`config.mk`:
```
export PLATFORM = sky130hd
export DESIGN_NAME = count_up_timer
export DESIGN_NICKNAME = d
export VERILOG_FILES = /design/src/rtl/count_up_pkg.sv /design/src/rtl/bcd_digit_counter.sv /design/src/rtl/count_up_timer.sv
export SDC_FILE = /design/constraint.sdc
export NUM_CORES = 1
export LEC_CHECK = 0
export CAP_MARGIN = 10
export CORE_MARGIN = 1.5
export CORE_UTILIZATION = 45
export DETAILED_ROUTE_END_ITERATION = 8
export GPL_TIMING_DRIVEN = 0
export PLACE_DENSITY = 0.79
export SETUP_SLACK_MARGIN = 0.15
export SLEW_MARGIN = 20
export SYNTH_ARGS = -nofsm -noshare
export SYNTH_HDL_FRONTEND = slang
export SYNTH_SLANG_ARGS = --single-unit
```
`constraint.sdc`:
```
create_clock -name clk_250 -period 2.4 [get_ports clk_250]
set_clock_uncertainty 0.1 [all_clocks]
set_input_delay 0.48 -clock clk_250 [delete_from_list [all_inputs] [get_ports clk_250]]
set_output_delay 0.48 -clock clk_250 [all_outputs]
set_load 0.005 [all_outputs]
```
`src/rtl/count_up_pkg.sv`:
```
// Shared types and constants for the BCD count-up timer.
// Used by count_up_timer and bcd_digit_counter.
package count_up_pkg;

  typedef enum logic [1:0] {
    IDLE = 2'd0,
    RUN  = 2'd1,
    DONE = 2'd2
  } state_t;

  localparam logic [3:0] BCD_DIGIT_MAX = 4'd9;

  function automatic logic [31:0] bcd_all_nines(input int digits);
    logic [31:0] v;
    v = '0;
    for (int i = 0; i < 8; i++) begin
      if (i < digits) v[4*i +: 4] = BCD_DIGIT_MAX;
    end
    return v;
  endfunction

endpackage

```
`src/rtl/bcd_digit_counter.sv`:
```
// One BCD digit of the elapsed count; digits chain via carry_out.
// Clears on clr, steps 0..9 on inc, wrapping 9 -> 0.
module bcd_digit_counter
  import count_up_pkg::*;
(
  input  logic       clk_250,
  input  logic       rst,
  input  logic       clr,
  input  logic       inc,
  output logic [3:0] digit,
  output logic       carry_out
);

  logic at_max;

  assign at_max    = (digit == BCD_DIGIT_MAX);
  assign carry_out = inc & at_max;

  always_ff @(posedge clk_250 or negedge rst) begin
    if (!rst) begin
      digit <= 4'd0;
    end else if (clr) begin
      digit <= 4'd0;
    end else if (inc) begin
      digit <= at_max ? 4'd0 : digit + 4'd1;
    end
  end

endmodule

```
`src/rtl/count_up_timer.sv`:
```
// Up-counting BCD elapsed-time timer with valid/ack result handshake.
// Define COUNT_UP_STOP_SYNC_EN to pass stop through a 2-flop synchronizer.
module count_up_timer
  import count_up_pkg::*;
#(
  parameter int DIGITS = 4
) (
  input  logic              clk_250,
  input  logic              rst,
  input  logic              start,
  input  logic              stop,
  input  logic              ack,
  output logic              busy,
  output logic              result_valid,
  output logic [4*DIGITS-1:0] elapsed,
  output logic              overflow
);

  localparam int W = 4 * DIGITS;
  localparam logic [W-1:0] ALL9 = W'(bcd_all_nines(DIGITS));

  state_t          state_q;
  state_t          state_d;
  logic            stop_eff;
  logic            clr;
  logic            inc;
  logic            sat;
  logic            set_ovf;
  logic [DIGITS:0] carry;
  logic            carry_unused;

`ifdef COUNT_UP_STOP_SYNC_EN
  logic stop_s1;
  logic stop_s2;

  always_ff @(posedge clk_250 or negedge rst) begin
    if (!rst) begin
      stop_s1 <= 1'b0;
      stop_s2 <= 1'b0;
    end else begin
      stop_s1 <= stop;
      stop_s2 <= stop_s1;
    end
  end

  assign stop_eff = stop_s2;
`else
  assign stop_eff = stop;
`endif

  assign sat = (elapsed == ALL9);

  always_comb begin
    state_d = state_q;
    clr     = 1'b0;
    inc     = 1'b0;
    set_ovf = 1'b0;
    unique case (state_q)
      IDLE: begin
        if (start) begin
          clr     = 1'b1;
          state_d = RUN;
        end
      end
      RUN: begin
        if (stop_eff) begin
          state_d = DONE;
        end else if (sat) begin
          set_ovf = 1'b1;
          state_d = DONE;
        end else begin
          inc = 1'b1;
        end
      end
      DONE: begin
        if (ack) state_d = IDLE;
      end
      default: state_d = IDLE;
    endcase
  end

  always_ff @(posedge clk_250 or negedge rst) begin
    if (!rst) begin
      state_q      <= IDLE;
      busy         <= 1'b0;
      result_valid <= 1'b0;
      overflow     <= 1'b0;
    end else begin
      state_q      <= state_d;
      busy         <= (state_d == RUN);
      result_valid <= (state_d == DONE);
      if (clr) begin
        overflow <= 1'b0;
      end else if (set_ovf) begin
        overflow <= 1'b1;
      end
    end
  end

  // Ripple carry: digit g steps only when all lower digits wrap.
  assign carry[0] = inc;

  for (genvar g = 0; g < DIGITS; g++) begin : g_digit
    bcd_digit_counter u_digit (
      .clk_250   (clk_250),
      .rst       (rst),
      .clr       (clr),
      .inc       (carry[g]),
      .digit     (elapsed[4*g +: 4]),
      .carry_out (carry[g+1])
    );
  end

  // Top carry never fires: counting halts at all-9s.
  assign carry_unused = carry[DIGITS];

endmodule

```
-- Word-level counts from Yosys, hierarchy flattened
Cells that the tools add are included.
- register bits: 21
- bits of input ports: 5
- output and inout port bits: 19
- logic and storage cells: 57
- add/subtract/negate cells: 4
- eq/ne operators: 9
- mux-type cells: 27
- bitwise gates (word level): 3
- reductions and logical operators: 6
- operators with widths (cell ; count):
    $mux 4 ; 12
    $add 4x1->4 const B ; 4
    $eq 16x16->1 const B ; 1
    $eq 4x4->1 const B ; 4
    $mux 1 ; 10
    $reduce_bool 2->1 ; 5
    $mux 2 ; 4
    $pmux 2 s3 ; 1
    $eq 2x1->1 const B ; 2
    $eq 2x2->1 const B ; 2
    $and 1x1->1 ; 3
    $logic_not 2->1 ; 1

-- Longest topological paths before layout
- word-level depth: 9
- depth in mapped cells: 8
- mapped depth without buffers: 6

-- Modules after synthesis
A second synthesis with hierarchy kept.
- cell total of the unflattened synthesis: 128
- area total of the unflattened synthesis: 1252.5 um^2
- modules (own cells, without submodules) (module ; times used ; cells an instance ; area each (um^2) ; seq. area each (um^2)):
    bcd_digit_counter ; 4 ; 26 ; 241.5 ; 100.1
    count_up_timer ; 1 ; 24 ; 286.5 ; 125.1

-- Worst setup path after synthesis
Ideal clock, no wire load.
- kind: reg-to-reg
- from: reg g_digit[0].u_digit.digit[1]
- to: reg g_digit[3].u_digit.digit[3]
- data arrival time: 1613 ps
- setup slack: 609 ps
- cell stages (with the launch flop): 8
- path buffers: 1
- period minus slack after synthesis: 1791 ps
- cell sequence: dfrtp_1 -> inv_1 -> ha_1 -> and3b_1 -> buf_6 -> nand2_4 -> or4_1 -> a21oi_1
- longest elaborated chain between the ends: 8
- elaborated cells between the ends (all ways): 9
- classes of those cells: eq/ne (2); mux (3); bitwise (3); reduce/logical (1)
- RTL lines (element ; line ; source):
    from (decl) ; bcd_digit_counter.sv:10 ; output logic [3:0] digit,
    from (signal assigned) ; bcd_digit_counter.sv:25 ; digit <= at_max ? 4'd0 : digit + 4'd1;
    $eq 16x16->1 ; count_up_timer.sv:51 ; assign sat = (elapsed == ALL9);
    $mux 1 ; count_up_timer.sv:68 ; end else if (sat) begin
    $mux 1 ; count_up_timer.sv:66 ; if (stop_eff) begin
    $mux 1 ; count_up_timer.sv:58 ; unique case (state_q)
    $and 1x1->1 (*) (3 in series) ; bcd_digit_counter.sv:17 ; assign carry_out = inc & at_max;
    $reduce_bool 2->1 (no line) (*) ; n/a ;
    to (signal assigned) ; bcd_digit_counter.sv:25 ;
    to (decl) ; bcd_digit_counter.sv:10 ;
Mark *: on every way between the ends. The rest lies on a longest branch, timed or not.
A chain may end at the register's enable or synchronous reset.

-- Worst setup path after layout
- from: in stop
- to: reg g_digit[3].u_digit.digit[3]
- longest elaborated chain between the ends: 6
- RTL lines (element ; line ; source):
    from (decl) ; count_up_timer.sv:11 ; input logic stop,
    $mux 1 ; count_up_timer.sv:66 ;
    $mux 1 ; count_up_timer.sv:58 ;
    $and 1x1->1 (3 in series) ; bcd_digit_counter.sv:17 ;
    $reduce_bool 2->1 (no line) ; n/a ;
Every way passes these cells.

==> impl_metrics.prom <==
# TYPE chip_impl_metric gauge
chip_impl_metric{name="path_clk_slew",unit="ps"} 120
chip_impl_metric{name="via_count",unit=""} 1039
chip_impl_metric{name="die_h",unit="µm"} 54.7
chip_impl_metric{name="yosysSeqAreaShare",unit="%"} 43.6
chip_impl_metric{name="insertion_delay_to_the_later_sink_of_the_worst_skew_pair",unit="ps"} 310
chip_impl_metric{name="timing.critical_path.arrival",unit="ps"} 2150
chip_impl_metric{name="drt_pre_antenna_iters",unit=""} 4
chip_impl_metric{name="layout_min_cycle_time",unit="ps"} 2010
chip_impl_metric{name="synthesis.area",unit="µm²"} 1200
chip_impl_metric{name="placed_cells_incl_taps",unit=""} 175
chip_impl_info{name="timing.critical_path.max_delay_family",value="simple AND/OR/NAND/NOR gates"} 1
chip_impl_metric{name="dp.final_hpwl",unit="µm"} 1930
chip_impl_metric{name="power_density",unit="nW/µm²"} 668
chip_impl_metric{name="first_global_vias",unit=""} 997
chip_impl_info{name="hold_start",value="overflow$_DFFE_PN0P_"} 1
chip_impl_metric{name="diodes",unit=""} 0
chip_impl_metric{name="cts_post_setup_buffers_inserted",unit=""} 0
chip_impl_metric{name="gpl.final_weighted_congestion",unit=""} 0.801
chip_impl_metric{name="final-setup-viol-count",unit=""} 0
chip_impl_metric{name="grt_overflow_total",unit=""} 0
chip_impl_metric{name="drv.max_cap_violation_count",unit=""} 0
chip_impl_metric{name="maximum_buffer_depth_of_the_clock_tree",unit=""} 2
chip_impl_info{name="cp_capture_type",value="flip-flop"} 1
chip_impl_info{name="timing.setup.critical_path_class",value="primary input to flip-flop"} 1
chip_impl_metric{name="achievable-frequency",unit="GHz"} 0.497
chip_impl_metric{name="postSynth.asyncResetShare",unit="%"} 100
chip_impl_metric{name="core.rowCount",unit=""} 18
chip_impl_metric{name="final_layout_size_suffix_gt1_share",unit="%"} 8.72
chip_impl_metric{name="n_fill_cell",unit=""} 232
chip_impl_metric{name="chipWidth",unit="µm"} 54.7
chip_impl_info{name="hold_end",value="overflow$_DFFE_PN0P_"} 1
chip_impl_metric{name="htreeDepth",unit=""} 1
chip_impl_info{name="reg2reg_from",value="g_digit[0].u_digit.digit[1]$_DFFE_PN0P_"} 1
chip_impl_info{name="worst_r2r_endpoint",value="g_digit[0].u_digit.digit[0]$_DFFE_PN0P_"} 1
chip_impl_info{name="ctsRootBufferMaster",value="sky130_fd_sc_hd__clkbuf_4"} 1
chip_impl_metric{name="vdd_drop_max",unit="µV"} 528
chip_impl_metric{name="wl_met2",unit="µm"} 1380
chip_impl_metric{name="post_syn_instances",unit=""} 122
chip_impl_metric{name="syn_nets",unit=""} 135
chip_impl_info{name="clock_tree_from_tritoncts",value="done"} 1
chip_impl_metric{name="initial_core_util",unit="%"} 48.2
chip_impl_metric{name="report.power.total",unit="µW"} 1000
chip_impl_metric{name="cell_area_reported_after_detailed_placement",unit="µm²"} 1470
chip_impl_metric{name="ant_nets",unit=""} 0
chip_impl_metric{name="crit_fanout",unit=""} 6
chip_impl_metric{name="required",unit="ps"} 2540
chip_impl_metric{name="syn_area_per_cell",unit="µm²"} 9.88
chip_impl_metric{name="max_slew.worst_pin.slew",unit="ps"} 922
chip_impl_metric{name="critPathMaxStageDelay",unit="ps"} 520
chip_impl_metric{name="synth_edf_count",unit=""} 0
chip_impl_metric{name="timing.slew.headroom",unit="%"} 38.3
chip_impl_metric{name="cts_hold_repair.buffers",unit=""} 0
chip_impl_metric{name="globalRouteTotalUtil",unit="%"} 21.1
chip_impl_metric{name="period_share",unit="%"} 83.8
chip_impl_info{name="path_cells",value="clkdlybuf4s50_1, nor3b_4, nand2_4, or4_1, a21oi_1"} 1
chip_impl_metric{name="report.final.slew_viol_count",unit=""} 0
chip_impl_metric{name="first_pass_grt_wire_length",unit="µm"} 4520
chip_impl_metric{name="power_leakage",unit="µW"} 0.000634
chip_impl_metric{name="post_synth_num_cell_types",unit=""} 33
chip_impl_info{name="status",value="completed"} 1
chip_impl_metric{name="remaining_drc_errors",unit=""} 0
chip_impl_metric{name="grt_max_degree",unit=""} 22
chip_impl_metric{name="cts_made_buffers",unit=""} 3
chip_impl_metric{name="path_depth",unit=""} 5
chip_impl_metric{name="finalSetupTns",unit="ps"} 0
chip_impl_metric{name="number_of_warning_messages_in_the_yosys_log",unit=""} 0
chip_impl_metric{name="route.detailed.wl_per_inst",unit="µm"} 14.7
chip_impl_metric{name="fin_cells",unit=""} 179
chip_impl_metric{name="routed_via_density",unit=""} 5.80
chip_impl_metric{name="met3RoutedLength",unit="µm"} 67
chip_impl_metric{name="worst_r2r_path_depth",unit=""} 7
chip_impl_metric{name="ios",unit=""} 24
chip_impl_info{name="layout.cells.most_common_list",value="23 x sky130_fd_sc_hd__clkdlybuf4s50_1, 21 x sky130_fd_sc_hd__dfrtp_1, 16 x sky130_fd_sc_hd__o21ai_0"} 1
chip_impl_metric{name="clock_sinks",unit=""} 21
chip_impl_metric{name="fp.dieArea",unit="µm²"} 3000
chip_impl_info{name="layout_commonest_cell",value="sky130_fd_sc_hd__clkdlybuf4s50_1"} 1
chip_impl_metric{name="wl_met1",unit="µm"} 1160
chip_impl_metric{name="layout.cell_area.non_filler",unit="µm²"} 1500
chip_impl_metric{name="flow.area_growth_from_synthesis",unit="%"} 24.5
chip_impl_metric{name="min_path_cells",unit=""} 1
chip_impl_info{name="route.top_layer_used",value="met4"} 1
chip_impl_metric{name="drt-initial-drc-count",unit=""} 25
chip_impl_metric{name="floorplan.core_area",unit="µm²"} 2500
chip_impl_metric{name="ys_ff_latch",unit=""} 21
chip_impl_info{name="ys.flop_type",value="sky130_fd_sc_hd__dfrtp_1"} 1
chip_impl_metric{name="number_of_buffer_and_inverter_instances_along_the_worst_setup_path",unit=""} 1
chip_impl_metric{name="cts.repair.resized",unit=""} 0
chip_impl_metric{name="place.port_buffers",unit=""} 23
chip_impl_info{name="critPathSlowestCell",value="sky130_fd_sc_hd__or4_1"} 1
chip_impl_info{name="holdCritPathClass",value="flip-flop to flip-flop"} 1
chip_impl_metric{name="final_hold_viol_count",unit=""} 0
chip_impl_info{name="cp-start-kind",value="primary input"} 1
chip_impl_metric{name="nNetsFinal",unit=""} 163
chip_impl_metric{name="antenna_found_initial",unit=""} 0
chip_impl_info{name="grt_setup_unrepaired",value="false"} 1
chip_impl_metric{name="rrSetupSlack",unit="ps"} 410
chip_impl_metric{name="routed_wl",unit="µm"} 2640
## how the worst max path moves through the flow
stage	from	endpoint	slack (ps)
after detailed placement	stop	g_digit[3].u_digit.digit[3]$_DFFE_PN0P_	50
after CTS	stop	g_digit[3].u_digit.digit[3]$_DFFE_PN0P_	380
after global placement	stop	g_digit[1].u_digit.digit[1]$_DFFE_PN0P_	130
final	stop	g_digit[3].u_digit.digit[3]$_DFFE_PN0P_	390
after floorplan	g_digit[0].u_digit.digit[1]$_DFFE_PN0P_	g_digit[3].u_digit.digit[3]$_DFFE_PN0P_	610
after global routing	g_digit[0].u_digit.digit[1]$_DFFE_PN0P_	g_digit[0].u_digit.digit[3]$_DFFE_PN0P_	210
## kinds of logic after synthesis
logic type               after synthesis  synth area share [%]
AO/OA/AOI/OAI                         34                  15.6
flip-flops                            21                  43.6
AND/OR/NAND/NOR                       44                  25.0
XOR/XNOR                               2                  1.45
adder cells (fa/ha/maj)                8                  8.31
buffers and inverters                 11                  4.36
multiplexers                           2                  1.66
## worst register-to-register path: stages (launching register included)
cell	delay, ps
sky130_fd_sc_hd__dfrtp_1	440
sky130_fd_sc_hd__inv_1	70
sky130_fd_sc_hd__ha_1	200
sky130_fd_sc_hd__nand3b_4	130
sky130_fd_sc_hd__nor4_1	450
sky130_fd_sc_hd__buf_2	280
sky130_fd_sc_hd__o21ai_0	110
sky130_fd_sc_hd__a21oi_1	140
## sequential cells by signal, indices dropped and copies added, names as in the netlist
register,cells
state_q,2
g_digit.u_digit.digit,16
result_valid,1
overflow,1
busy,1
## per-layer routing
layer | vias up | GRT usage (%)
li1 | 501 | -
met1 | 517 | 27.2
met2 | 17 | 36.1
met3 | 4 | 2.46
met4 | 0 | 7.50
met5 | - | 0
## layout make-up
class                           count  area, µm²  area share, %
Multi-Input combinational cell     90        627           41.8
Sequential cell                    21        526           35.0
Timing Repair Buffer               23        230           15.3
Tap cell                           30       37.5           2.50
Buffer                              5       30.0           2.00
Clock buffer                        3       22.5           1.50
Inverter                            6       22.5           1.50
Clock inverter                      1       5.00          0.334
## cell usage after synthesis, types with 2 or more instances
library cell,instances,area [µm²]
sky130_fd_sc_hd__dfrtp_1,21,526
sky130_fd_sc_hd__o21ai_0,16,80.1
sky130_fd_sc_hd__a21oi_1,11,55.1
sky130_fd_sc_hd__ha_1,8,100
sky130_fd_sc_hd__nor2_1,7,26.3
sky130_fd_sc_hd__inv_1,6,22.5
sky130_fd_sc_hd__or3_1,6,37.5
sky130_fd_sc_hd__nand3_1,5,25.0
sky130_fd_sc_hd__buf_2,3,15.0
sky130_fd_sc_hd__nand3b_1,3,22.5
sky130_fd_sc_hd__nor3_1,3,15.0
sky130_fd_sc_hd__o31ai_1,3,22.5
sky130_fd_sc_hd__or4_1,3,22.5
sky130_fd_sc_hd__and3b_1,2,17.5
sky130_fd_sc_hd__mux2i_1,2,20.0
sky130_fd_sc_hd__nand2_1,2,7.51
sky130_fd_sc_hd__nand4_1,2,12.5
sky130_fd_sc_hd__o211ai_1,2,15.0
sky130_fd_sc_hd__or3b_1,2,17.5
sky130_fd_sc_hd__xnor2_1,2,17.5
## power breakdown
group / switching, µW / leakage [µW] / total [µW] / internal, µW
Clock: 114 / 0.0000177 / 176 / 62.4
Combinational: 177 / 0.000331 / 347 / 171
Sequential: 67.0 / 0.000285 / 478 / 411
## through the flow
stage               utilization, %  hold slack [ps]  setup WS, ps
floorplan                        -             84.4           609
CTS                           60.0              428           381
global placement              58.9              391           132
global route                  60.0              444           208
finish                        60.0              423           388
detailed placement            58.9              395          46.8
Power figures use the tool's default switching activity.
